File: src/rtl/sign_narrower.sv
// ----------------------------------------------------------------------------
// sign_narrower
//
// Narrows signed two's-complement samples from INPUT_DATA_SIZE bits down to
// OUTPUT_DATA_SIZE bits. Values outside the output range are clamped to the
// nearest representable value. This is the inverse of the sign-extension
// path and feeds the 14-bit DAC side of the gain-control datapath.
//
// The block is a single registered stage with valid/ready handshakes on both
// sides. It can accept a new sample every cycle while downstream is ready.
// It also counts clamp events so firmware can detect gain overshoot.
//
// Parameters
//   INPUT_DATA_SIZE   width of the signed input sample (must exceed output)
//   OUTPUT_DATA_SIZE  width of the signed output sample
//   SAT_COUNT_SIZE    width of the saturation event counter
//
// Ports
//   clock            system clock, rising edge
//   resetN           asynchronous active-low reset
//   inputData        signed input sample
//   inputValid       inputData is valid
//   inputReady       stage accepts inputData this cycle
//   outputData       signed narrowed sample
//   outputValid      outputData is valid
//   outputReady      downstream accepts outputData
//   outputSaturated  outputData was clamped (travels with outputData)
//   saturationCount  number of accepted samples that were clamped
//   overflowSticky   set on any clamp, cleared only by clearCount
//   clearCount       synchronous clear of saturationCount / overflowSticky
// ----------------------------------------------------------------------------
module sign_narrower #(
    parameter int INPUT_DATA_SIZE  = 16,
    parameter int OUTPUT_DATA_SIZE = 14,
    parameter int SAT_COUNT_SIZE   = 16
) (
    input  logic                        clock,
    input  logic                        resetN,
    input  logic [INPUT_DATA_SIZE-1:0]  inputData,
    input  logic                        inputValid,
    output logic                        inputReady,
    output logic [OUTPUT_DATA_SIZE-1:0] outputData,
    output logic                        outputValid,
    input  logic                        outputReady,
    output logic                        outputSaturated,
    output logic [SAT_COUNT_SIZE-1:0]   saturationCount,
    output logic                        overflowSticky,
    input  logic                        clearCount
);

    // Number of top input bits that must agree for the value to fit: every
    // dropped bit plus the new sign bit.
    localparam int HEAD_SIZE = INPUT_DATA_SIZE - OUTPUT_DATA_SIZE + 1;

    localparam logic [OUTPUT_DATA_SIZE-1:0] MAX_VALUE = {1'b0, {(OUTPUT_DATA_SIZE-1){1'b1}}};
    localparam logic [OUTPUT_DATA_SIZE-1:0] MIN_VALUE = {1'b1, {(OUTPUT_DATA_SIZE-1){1'b0}}};
    localparam logic [SAT_COUNT_SIZE-1:0]   COUNT_FULL = {SAT_COUNT_SIZE{1'b1}};
    localparam logic [SAT_COUNT_SIZE-1:0]   COUNT_ONE  = {{(SAT_COUNT_SIZE-1){1'b0}}, 1'b1};

    logic [HEAD_SIZE-1:0]        head_bits;
    logic                        in_range;
    logic                        input_sign;
    logic [OUTPUT_DATA_SIZE-1:0] narrowed_data;
    logic                        narrowed_sat;
    logic                        accept;
    logic                        clamp_accept;

    assign head_bits  = inputData[INPUT_DATA_SIZE-1 -: HEAD_SIZE];
    assign input_sign = inputData[INPUT_DATA_SIZE-1];

    // All-zero or all-one head means the discarded bits are pure sign copies.
    assign in_range = (&head_bits) | ~(|head_bits);

    // The sign of the wide input tells which rail an out-of-range value hits.
    always_comb begin
        narrowed_data = inputData[OUTPUT_DATA_SIZE-1:0];
        narrowed_sat  = 1'b0;
        if (!in_range) begin
            narrowed_sat  = 1'b1;
            narrowed_data = input_sign ? MIN_VALUE : MAX_VALUE;
        end
    end

    // The register can take a new sample whenever it is empty or is being
    // emptied this very cycle, giving one sample per clock at full rate.
    assign inputReady   = !outputValid || outputReady;
    assign accept       = inputValid && inputReady;
    assign clamp_accept = accept && narrowed_sat;

    // Output register: load on accept, drop valid once the held sample has
    // been taken and nothing replaces it, otherwise hold.
    always_ff @(posedge clock or negedge resetN) begin
        if (!resetN) begin
            outputData      <= '0;
            outputSaturated <= 1'b0;
            outputValid     <= 1'b0;
        end else if (accept) begin
            outputData      <= narrowed_data;
            outputSaturated <= narrowed_sat;
            outputValid     <= 1'b1;
        end else if (outputReady) begin
            outputValid     <= 1'b0;
        end
    end

    // Clamp statistics. A clear wipes the old value but still records a
    // clamp accepted in the same cycle, so no event is lost across a clear.
    // The counter sticks at all-ones instead of wrapping.
    always_ff @(posedge clock or negedge resetN) begin
        if (!resetN) begin
            saturationCount <= '0;
            overflowSticky  <= 1'b0;
        end else if (clearCount) begin
            saturationCount <= clamp_accept ? COUNT_ONE : '0;
            overflowSticky  <= clamp_accept;
        end else if (clamp_accept) begin
            if (saturationCount != COUNT_FULL) begin
                saturationCount <= saturationCount + COUNT_ONE;
            end
            overflowSticky  <= 1'b1;
        end
    end

endmodule

File: config.mk
export PLATFORM = sky130hd
export DESIGN_NAME = sign_narrower
export DESIGN_NICKNAME = d
export VERILOG_FILES = /design/src/rtl/sign_narrower.sv
export SDC_FILE = /design/constraint.sdc
export NUM_CORES = 1
export LEC_CHECK = 0
export ABC_AREA = 1
export CAP_MARGIN = 30
export CORE_UTILIZATION = 47
export CTS_CLUSTER_DIAMETER = 150
export DETAILED_ROUTE_END_ITERATION = 12
export GPL_TIMING_DRIVEN = 0
export PLACE_DENSITY = 0.8
export SLEW_MARGIN = 15
export SYNTH_ARGS = -nofsm -noshare
export SYNTH_HDL_FRONTEND = slang
export SYNTH_SLANG_ARGS = --single-unit
export TNS_END_PERCENT = 20
File: constraint.sdc
create_clock -name clock -period 1.9 [get_ports clock]
set_clock_uncertainty 0.2 [all_clocks]
set_input_delay 0.57 -clock clock [delete_from_list [all_inputs] [get_ports clock]]
set_output_delay 0.57 -clock clock [all_outputs]
set_load 0.05 [all_outputs]
==> results.sh, run 1 <==
export IMPL_p_per_area_mw_per_mm2=723
export IMPL_io_pins=55
export IMPL_ant_nets=0
export IMPL_tightest_slew_ps=709
export IMPL_cts_clk_slew_worst_paths_ps=70
export IMPL_synthSimpleGateAreaFrac=0.361
export IMPL_drv_cap=0
export IMPL_required_ps=1920
export IMPL_ys_seq_elements=33
export IMPL_worst_r2r_path_depth=7
export IMPL_crit_family="buffers and inverters"
export IMPL_pre_cts_ws_ps=-831
export IMPL_synth_compound_area_frac=0.0941
export IMPL_slowest_delay_ps=460
export IMPL_post_route_period_util=0.999
export IMPL_finalHoldViolations=0
export IMPL_numPortBuffers=54
export IMPL_crit_type="primary input to flop"
export IMPL_die_h_um=64.0
export IMPL_routed_via_density=5.07
export IMPL_ys_seq_area_frac=0.457
export IMPL_antenna_found_initial=0
export IMPL_cp_num_buf_inv=3
export IMPL_n_antenna_cell=0
export IMPL_layout_common_cells="70 x nand2_1, 31 x dfrtp_1, 25 x nor2_1, 18 x clkdlybuf4s15_2"
export IMPL_syn_num_nets=254
export IMPL_finalSetupViolCount=0
export IMPL_num_rows=22
export IMPL_drive_gt1_frac=0.327
export IMPL_crit_chain="clkdlybuf4s50_1, inv_4, nand3_1, nor2_2, nand3_4, nand2_4, buf_12, nand2_2, nand2_1"
export IMPL_slowest_stage="clkdlybuf4s50_1"
export IMPL_grt_overflow=0
export IMPL_first_pass_iters=4
export IMPL_fmax_ghz=0.527
export IMPL_hold_class="primary input to async pin"
export IMPL_yosysUniqueCellTypes=27
export IMPL_path_max_fanout=10
export IMPL_cts_buffers_inserted=5
export IMPL_route_detailed_drc=0
export IMPL_min_period_ps=1900
export IMPL_status="complete, no violations"
export IMPL_initial_core_util=0.490
export IMPL_core_mm2=0.00369
export IMPL_avgSynthCellArea_um2=7.79
export IMPL_die_width_um=64.0
export IMPL_vias=1763
export IMPL_htreeDepth=2
export IMPL_ir_drop_uv=610
export IMPL_slew_headroom=0.528
export IMPL_grt_max_degree=34
export IMPL_rsz0062_at_grt="yes"
export IMPL_grt_pass1_vias=1587
export IMPL_clockRootBuffer="clkbuf_8"
export IMPL_cts_buffer_depth=2
export IMPL_wire_per_inst_um=13.4
export IMPL_dieArea_mm2=0.00410
export IMPL_cts_tree="yes"
export IMPL_ys_warn_count=0
export IMPL_cp_arrival_ps=1920
export IMPL_final_common_cell="nand2_1"
export IMPL_endpoint_kind="flop"
export IMPL_worst_path_stages=9
export IMPL_cts_sinks=33
export IMPL_hold_slack_ps=121
export IMPL_total_power_mw=1.86
export IMPL_nets=321
export IMPL_synth_xor_area_frac=0.0194
export IMPL_synthMuxAreaShare=0
export IMPL_finalWirelength_mm=4.65
export IMPL_setup_ws_ps=1.76
export IMPL_power_leakage_nw=1.18
export IMPL_syn_area_mm2=0.00181
export IMPL_globalRouteTotalUtil=0.238
export IMPL_synth_fa_ha_area_frac=0.00692
export IMPL_drt_iter0_markers=171
export IMPL_synth_top_family_by_area="simple AND/OR/NAND/NOR gates"
export IMPL_insertion_delay_ps=290
export IMPL_final_max_slew_viol_count=0
export IMPL_hpwl_mm=3.13
export IMPL_grt_pass1_wl_mm=7.36
export IMPL_place_gp_congestion=0.904
export IMPL_crit_path_start_kind="primary input"
export IMPL_synth_cells=232
export IMPL_syn2layout_area_growth_pct=42.2
## registers in the layout, indices dropped and copies added, names as in the netlist
register and count:
outputData 14, outputSaturated 1, outputValid 1, overflowSticky 1, saturationCount 16
## final timing paths
check                                          startpoint                              to  slack [ps]
min                                                resetN  saturationCount[7]$_DFFE_PN0P_         120
max reg2reg                saturationCount[0]$_DFFE_PN0P_  saturationCount[6]$_DFFE_PN0P_         180
min reg2reg                   outputSaturated$_DFFE_PN0P_     outputSaturated$_DFFE_PN0P_         300
min in group clock            outputSaturated$_DFFE_PN0P_     outputSaturated$_DFFE_PN0P_         300
max in group asynchronous                          resetN  saturationCount[0]$_DFFE_PN0P_         870
max                                            clearCount  saturationCount[0]$_DFFE_PN0P_           2
## worst register-to-register path, cell delays in order, from the launching register on
cell,delay (ps)
dfrtp_2,420
ha_1,220
nand3_2,130
nor2_1,230
nor2_1,90
nor2_1,140
nand2_1,70
o21ai_0,140
## where the power goes
group | leakage [nW] | internal, mW | switching, mW
Sequential | 0.411 | 0.761 | 0.0393
Combinational | 0.723 | 0.176 | 0.363
Clock | 0.0450 | 0.254 | 0.266
Total | 1.18 | 1.19 | 0.668
## synthesized netlist by cell type
library cell / count / area share
a21oi_1: 13 / 0.036
o21ai_0: 7 / 0.019
inv_2: 6 / 0.012
o211ai_1: 1 / 0.0042
dfrtp_1: 33 / 0.46
nand2_4: 1 / 0.0062
nand3_2: 5 / 0.028
buf_2: 2 / 0.0055
a31oi_2: 1 / 0.0069
nand2_2: 13 / 0.045
nor2_4: 2 / 0.012
clkbuf_1: 1 / 0.0021
xnor2_1: 1 / 0.0048
a21oi_2: 1 / 0.0048
nor2_1: 27 / 0.056
buf_12: 1 / 0.011
o21ai_1: 3 / 0.0083
o21ai_2: 3 / 0.015
xor2_1: 3 / 0.015
nand3b_1: 1 / 0.0042
nand4_1: 6 / 0.021
nand3_1: 9 / 0.025
ha_1: 1 / 0.0069
inv_1: 15 / 0.031
nand2_1: 72 / 0.15
nor2_2: 2 / 0.0069
or2_2: 2 / 0.0069
## cell type report
cell class,count,area (µm²)
Buffer,4,40.0
Fill cell,307,1120
Clock inverter,2,10.0
Tap cell,48,60.1
Clock buffer,6,72.6
Inverter,21,83.8
Multi-Input combinational cell,176,957
Timing Repair Buffer,58,519
Sequential cell,33,828
## cells by family (layout without fill, tap and decap cells)
| logic type | Yosys count | after routing |
|---|---|---|
| flip-flops | 33 | 33 |
| XOR/XNOR | 4 | 4 |
| adder cells (fa/ha/maj) | 1 | 1 |
| buffers and inverters | 25 | 91 |
| AND/OR/NAND/NOR | 140 | 142 |
| AO/OA/AOI/OAI | 29 | 29 |
## through the flow
| stage | instances | TNS [ps] | util | cell area (µm²) |
|---|---|---|---|---|
| 2_1_floorplan | 232 | 0 | - | 1820 |
| 3_3_place_gp | 334 | -31640 | 0.656 | 2420 |
| 3_5_place_dp | 334 | -13510 | 0.654 | 2410 |
| 4_1_cts | 342 | -212 | 0.682 | 2520 |
| 5_1_grt | 348 | -249 | 0.697 | 2570 |
| 6_report | 348 | 0 | 0.697 | 2570 |
## metal layers
metal	GRT usage	part of all wire	vias to the layer above
li1	-	-	883
met1	0.313	0.43	805
met2	0.374	0.49	58
met3	0.0482	0.048	17
met4	0.116	0.034	0
met5	0	0	-
## what timing repair did
item                                    in CTS  in global routing
hold endpoints to repair                     0                  0
resized for setup                          133                 31
endpoints found under the setup margin      60                 33
hold buffers                                 0                  0
pin swaps                                    2                  5
buffers inserted                             0                  4
cloned                                       0                  2
Power figures use the tool's default switching activity.
==> inputs of run 2 (changes only) <==
- ABC_AREA: 1 -> not set
- CORE_UTILIZATION: 47 -> 45
==> results.sh, run 2 <==
export IMPL_drv_cap=0
export IMPL_dieArea_mm2=0.00379
export IMPL_yosysTopAreaCell="dfrtp_1"
export IMPL_cts_buffers_inserted=5
export IMPL_synthFlopType="dfrtp_1"
export IMPL_wire_per_inst_um=14.4
export IMPL_regMostFlops="saturationCount"
export IMPL_grt_max_degree=34
export IMPL_initial_core_util=0.475
export IMPL_finalWirelength_mm=4.22
export IMPL_syn_area_mm2=0.00160
export IMPL_dpl_instance_area_mm2=0.00227
export IMPL_finalSetupTns_ps=-788
export IMPL_drt_iter0_markers=78
export IMPL_endpoint_kind="flop"
export IMPL_synth_top_area_frac=0.517
export IMPL_core_mm2=0.00336
export IMPL_post_route_period_util=1.08
export IMPL_total_power_mw=1.75
export IMPL_hpwl_mm=2.69
export IMPL_n_antenna_cell=0
export IMPL_pre_cts_ws_ps=-835
export IMPL_nFillCells=253
export IMPL_biggestRegsByFlops="saturationCount: 16 flops, outputData: 14 flops"
export IMPL_yosysUniqueCellTypes=31
export IMPL_drive_gt1_frac=0.407
export IMPL_crit_path_start_kind="flop"
export IMPL_place_gp_congestion=0.795
export IMPL_cts_buffer_depth=2
export IMPL_htreeDepth=2
export IMPL_slew_headroom=0.513
export IMPL_violations="negative setup slack"
export IMPL_syn_num_nets=198
export IMPL_power_leakage_nw=1.10
export IMPL_layout_common_cells="27 x nand2_1, 20 x clkdlybuf4s15_2, 17 x dfrtp_1, 16 x dfrtp_2"
export IMPL_ys_seq_elements=33
export IMPL_cts_clk_slew_worst_paths_ps=110
export IMPL_finalHoldViolations=0
export IMPL_fin_cells=294
export IMPL_io_pins=55
export IMPL_ys_seq_area_frac=0.517
export IMPL_antenna_found_initial=0
export IMPL_hold_slack_ps=75.6
export IMPL_path_max_fanout=7
export IMPL_postLayoutCellArea_mm2=0.00252
export IMPL_cp_arrival_ps=2090
export IMPL_synth_cells=176
export IMPL_grt_pass1_wl_mm=6.38
export IMPL_fmax_ghz=0.485
export IMPL_ys_warn_count=0
export IMPL_synth_area_leaders="dfrtp_1 52%, nand2_1 6.6%, a21oi_1 5.0%"
export IMPL_async_flop_share=1.00
export IMPL_final_common_cell="nand2_1"
export IMPL_p_per_area_mw_per_mm2=695
export IMPL_final_max_slew_viol_count=0
export IMPL_final_util=0.750
export IMPL_routed_via_density=5.26
export IMPL_ir_drop_uv=538
export IMPL_route_detailed_drc=0
export IMPL_dp_cells=275
export IMPL_crit_type="flop to flop"
export IMPL_clockRootBuffer="clkbuf_4"
export IMPL_grt_pass1_vias=1380
export IMPL_setup_ws_ps=-161
export IMPL_first_pass_iters=4
export IMPL_globalRouteTotalUtil=0.234
export IMPL_synth_commonest_cells="33 x dfrtp_1, 28 x nand2_1, 16 x a21oi_1, 16 x nor2_1, 15 x o21ai_0"
export IMPL_tightest_slew_ps=730
export IMPL_die_h_um=61.6
export IMPL_vias=1547
export IMPL_hold_class="primary input to async pin"
export IMPL_status="complete, but fails checks"
export IMPL_required_ps=1930
export IMPL_cts_sinks=33
export IMPL_die_width_um=61.6
export IMPL_grt_overflow=0
export IMPL_avgSynthCellArea_um2=9.07
export IMPL_min_period_ps=2060
export IMPL_synthMostInstantiatedCell="dfrtp_1"
export IMPL_finalSetupViolCount=10
export IMPL_insertion_delay_ps=340
export IMPL_numPortBuffers=53
export IMPL_syn2layout_area_growth_pct=57.9
export IMPL_largest_reg_flops=16
export IMPL_cts_tree="yes"
export IMPL_nets=269
export IMPL_synth_edf_count=0
export IMPL_num_rows=21
export IMPL_ant_nets=0
export IMPL_rsz0062_at_grt="yes"
run 2: area by class of cell:
type / count / area, µm² / share of cell area
clock buffers: 8 / 58.8 / 0.0233
repair buffers: 65 / 586 / 0.232
plain buffers: 8 / 48.8 / 0.0194
well taps: 46 / 57.6 / 0.0228
multi-input cells: 132 / 917 / 0.364
inverters: 2 / 7.51 / 0.00298
flip-flops and latches: 33 / 846 / 0.335
run 2: cells by family (layout without fill, tap and decap cells):
family                     Yosys count  after routing  share of synthesized area
xor gates and xnor gates             3              3                     0.0165
DFF                                 33             33                      0.517
and+or+nand+nor                     86             86                      0.263
muxes                                8              8                     0.0517
adders and majority gates            1              1                    0.00784
AOI/OAI and AO/OA                   34             34                      0.111
buffers and inverters               11             83                     0.0329
run 2: final timing paths:
| path | end | from | slack (ps) | cells after the start |
|---|---|---|---|---|
| setup / recovery | saturationCount[9]$_DFFE_PN0P_ | saturationCount[0]$_DFFE_PN0P_ | -160 | 6 |
| hold / removal | saturationCount[13]$_DFFE_PN0P_ | resetN | 80 | 1 |
| setup reg to reg | saturationCount[9]$_DFFE_PN0P_ | saturationCount[0]$_DFFE_PN0P_ | -160 | 6 |
| hold reg to reg | outputData[11]$_DFFE_PN0P_ | outputData[11]$_DFFE_PN0P_ | 280 | 2 |
| max in group asynchronous | saturationCount[4]$_DFFE_PN0P_ | resetN | 900 | 1 |
| min in group clock | saturationCount[13]$_DFFE_PN0P_ | clearCount | 270 | 2 |
run 2: routing by layer:
layer,share of wire,global-route usage,up-vias,wire length [µm]
li1,-,-,763,-
met1,0.45,0.318,740,1920
met2,0.49,0.382,39,2080
met4,0.012,0.0730,0,50
met5,0,0,-,0
met3,0.042,0.0378,5,176
run 2: where the power goes:
group	internal, mW	switching [mW]
clock network	0.183	0.234
registers	0.760	0.0360
logic	0.185	0.356
total	1.13	0.626
run 2: timing repair:
action / CTS / global route
endpoints found under the hold margin: 0 / 0
buffers inserted: 3 / 8
pin swaps: 3 / 13
endpoints found under the setup margin: 62 / 36
gates resized for setup: 143 / 31
hold buffers: 0 / 0
cloned: 1 / 0
run 2: worst max-delay path: stages, from the launching register on:
cell and delay (ps):
dfrtp_2 430, ha_4 150, nand4_1 130, or4_4 630, nand3_2 90, nor2_2 40, mux2_4 290
==> inputs of run 3 (changes only) <==
- CORE_UTILIZATION: 45 -> 25
- PLACE_DENSITY: 0.8 -> not set
- SLEW_MARGIN: 15 -> not set
- clock period: 1.9 -> 2.5 ns (I/O delays scaled with it)
==> results.sh, run 3 (synthesis results as in run 2) <==
export IMPL_clockRootBuffer="clkbuf_8"
export IMPL_biggestRegsByFlops="saturationCount: 16 flops, outputData: 14 flops"
export IMPL_cts_buffer_depth=2
export IMPL_ir_drop_uv=236
export IMPL_routed_via_density=4.70
export IMPL_required_ps=1550
export IMPL_dpl_instance_area_mm2=0.00222
export IMPL_initial_core_util=0.265
export IMPL_nFillCells=614
export IMPL_cp_arrival_ps=1520
export IMPL_syn2layout_area_growth_pct=49.2
export IMPL_cts_buffers_inserted=5
export IMPL_finalSetupViolCount=0
export IMPL_dieArea_mm2=0.00671
export IMPL_hpwl_mm=3.00
export IMPL_finalHoldViolations=0
export IMPL_core_mm2=0.00603
export IMPL_tightest_slew_ps=875
export IMPL_crit_type="primary input to output pin"
export IMPL_first_pass_iters=4
export IMPL_globalRouteTotalUtil=0.140
export IMPL_antenna_found_initial=0
export IMPL_hold_slack_ps=277
export IMPL_die_width_um=81.9
export IMPL_finalWirelength_mm=4.29
export IMPL_final_max_slew_viol_count=0
export IMPL_path_max_fanout=5
export IMPL_place_gp_congestion=0.748
export IMPL_slew_headroom=0.412
export IMPL_power_leakage_nw=1.05
export IMPL_vias=1477
export IMPL_n_antenna_cell=0
export IMPL_rsz0062_at_grt="yes"
export IMPL_die_h_um=81.9
export IMPL_fmax_ghz=0.404
export IMPL_hold_class="flop to flop"
export IMPL_regMostFlops="saturationCount"
export IMPL_final_util=0.395
export IMPL_num_rows=28
export IMPL_cts_sinks=33
export IMPL_postCtsHoldBufs=0
export IMPL_pre_cts_ws_ps=-616
export IMPL_final_common_cell="clkdlybuf4s50_1"
export IMPL_p_per_area_mw_per_mm2=638
export IMPL_drive_gt1_frac=0.117
export IMPL_cts_tree="yes"
export IMPL_route_detailed_drc=0
export IMPL_min_period_ps=2470
export IMPL_ant_nets=0
export IMPL_post_route_period_util=0.989
export IMPL_total_power_mw=1.52
export IMPL_drt_iter0_markers=57
export IMPL_largest_reg_flops=16
export IMPL_layout_common_cells="37 x clkdlybuf4s50_1, 33 x dfrtp_1, 28 x nand2_1, 16 x nor2_1, 16 x a21oi_1"
export IMPL_postLayoutCellArea_mm2=0.00238
export IMPL_cts_clk_slew_worst_paths_ps=70
export IMPL_grt_max_degree=34
export IMPL_setup_ws_ps=26.8
export IMPL_crit_path_start_kind="primary input"
export IMPL_endpoint_kind="output pin"
export IMPL_crit_chain="clkdlybuf4s50_1, nand2b_2, buf_6"
export IMPL_insertion_delay_ps=290
export IMPL_grt_pass1_vias=1463
export IMPL_slowest_stage="clkdlybuf4s50_1"
export IMPL_wire_per_inst_um=13.7
export IMPL_drv_cap=0
export IMPL_nets=260
export IMPL_status="complete, no violations"
export IMPL_grt_overflow=0
export IMPL_slowest_delay_ps=390
export IMPL_numPortBuffers=53
export IMPL_io_pins=55
export IMPL_grt_pass1_wl_mm=7.05
export IMPL_htreeDepth=2
run 3: cell types whose count changed in the layout (fill, tap and decap cells not counted), sizes merged:
cell,previous run,this run
clkbuf,13,12
clkdlybuf4s50,13,37
dlymetal6s2s,1,2
clkinvlp,0,1
dlygate4sd2,4,12
buf,30,7
bufinv,0,1
clkdlybuf4s15,20,0
run 3: metrics by stage:
stage / TNS, ps / std cells
finish: 0 / 314
floorplan: 0 / 176
detailed placement: -7530 / 304
CTS: -12.5 / 314
global route: -85.6 / 314
global placement: -16430 / 304
run 3: power by group:
group          internal, mW  switching [mW]
clock                 0.324           0.204
sequential            0.577          0.0264
combinational         0.132           0.257
run 3: final cells by class:
class / count / area, µm² / area share
sequential: 33 / 826 / 0.347
clock buffer: 6 / 82.6 / 0.0347
multi-input combinational: 132 / 754 / 0.317
buffer: 9 / 48.8 / 0.0205
clock inverter: 2 / 37.5 / 0.0158
tap: 75 / 93.8 / 0.0394
inverter: 2 / 7.51 / 0.00315
timing repair buffer: 55 / 532 / 0.223
run 3: worst paths after layout:
path / start / end / slack, ps / cells past startpoint
max reg2reg: saturationCount[0]$_DFFE_PN0P_ / saturationCount[4]$_DFFE_PN0P_ / 360 / 6
min in group asynchronous: resetN / outputData[13]$_DFFE_PN0P_ / 320 / 1
max in group asynchronous: resetN / outputData[12]$_DFFE_PN0P_ / 1310 / 1
max: outputReady / inputReady / 30 / 3
min: outputData[4]$_DFFE_PN0P_ / outputData[4]$_DFFE_PN0P_ / 280 / 2
min reg2reg: outputData[4]$_DFFE_PN0P_ / outputData[4]$_DFFE_PN0P_ / 280 / 2
run 3: metal layers:
metal | routed length, µm | GRT usage | up-vias
met5 | 0 | 0 | -
met4 | 83 | 0.0579 | 0
met3 | 140 | 0.0344 | 6
met2 | 2110 | 0.235 | 28
met1 | 1960 | 0.170 | 697
li1 | - | - | 746
run 3: worst max-delay path: cells and delay by family:
family / cells / cell delay [ps]
and+or+nand+nor: 1 / 210
buffers and inverters: 2 / 560
run 3: what timing repair did:
item                                    in CTS  in global routing
endpoints found under the setup margin      20                 19
pin swaps                                    1                  0
gates resized for setup                     19                 13
cloned                                       0                  0
buffers inserted                             2                  0
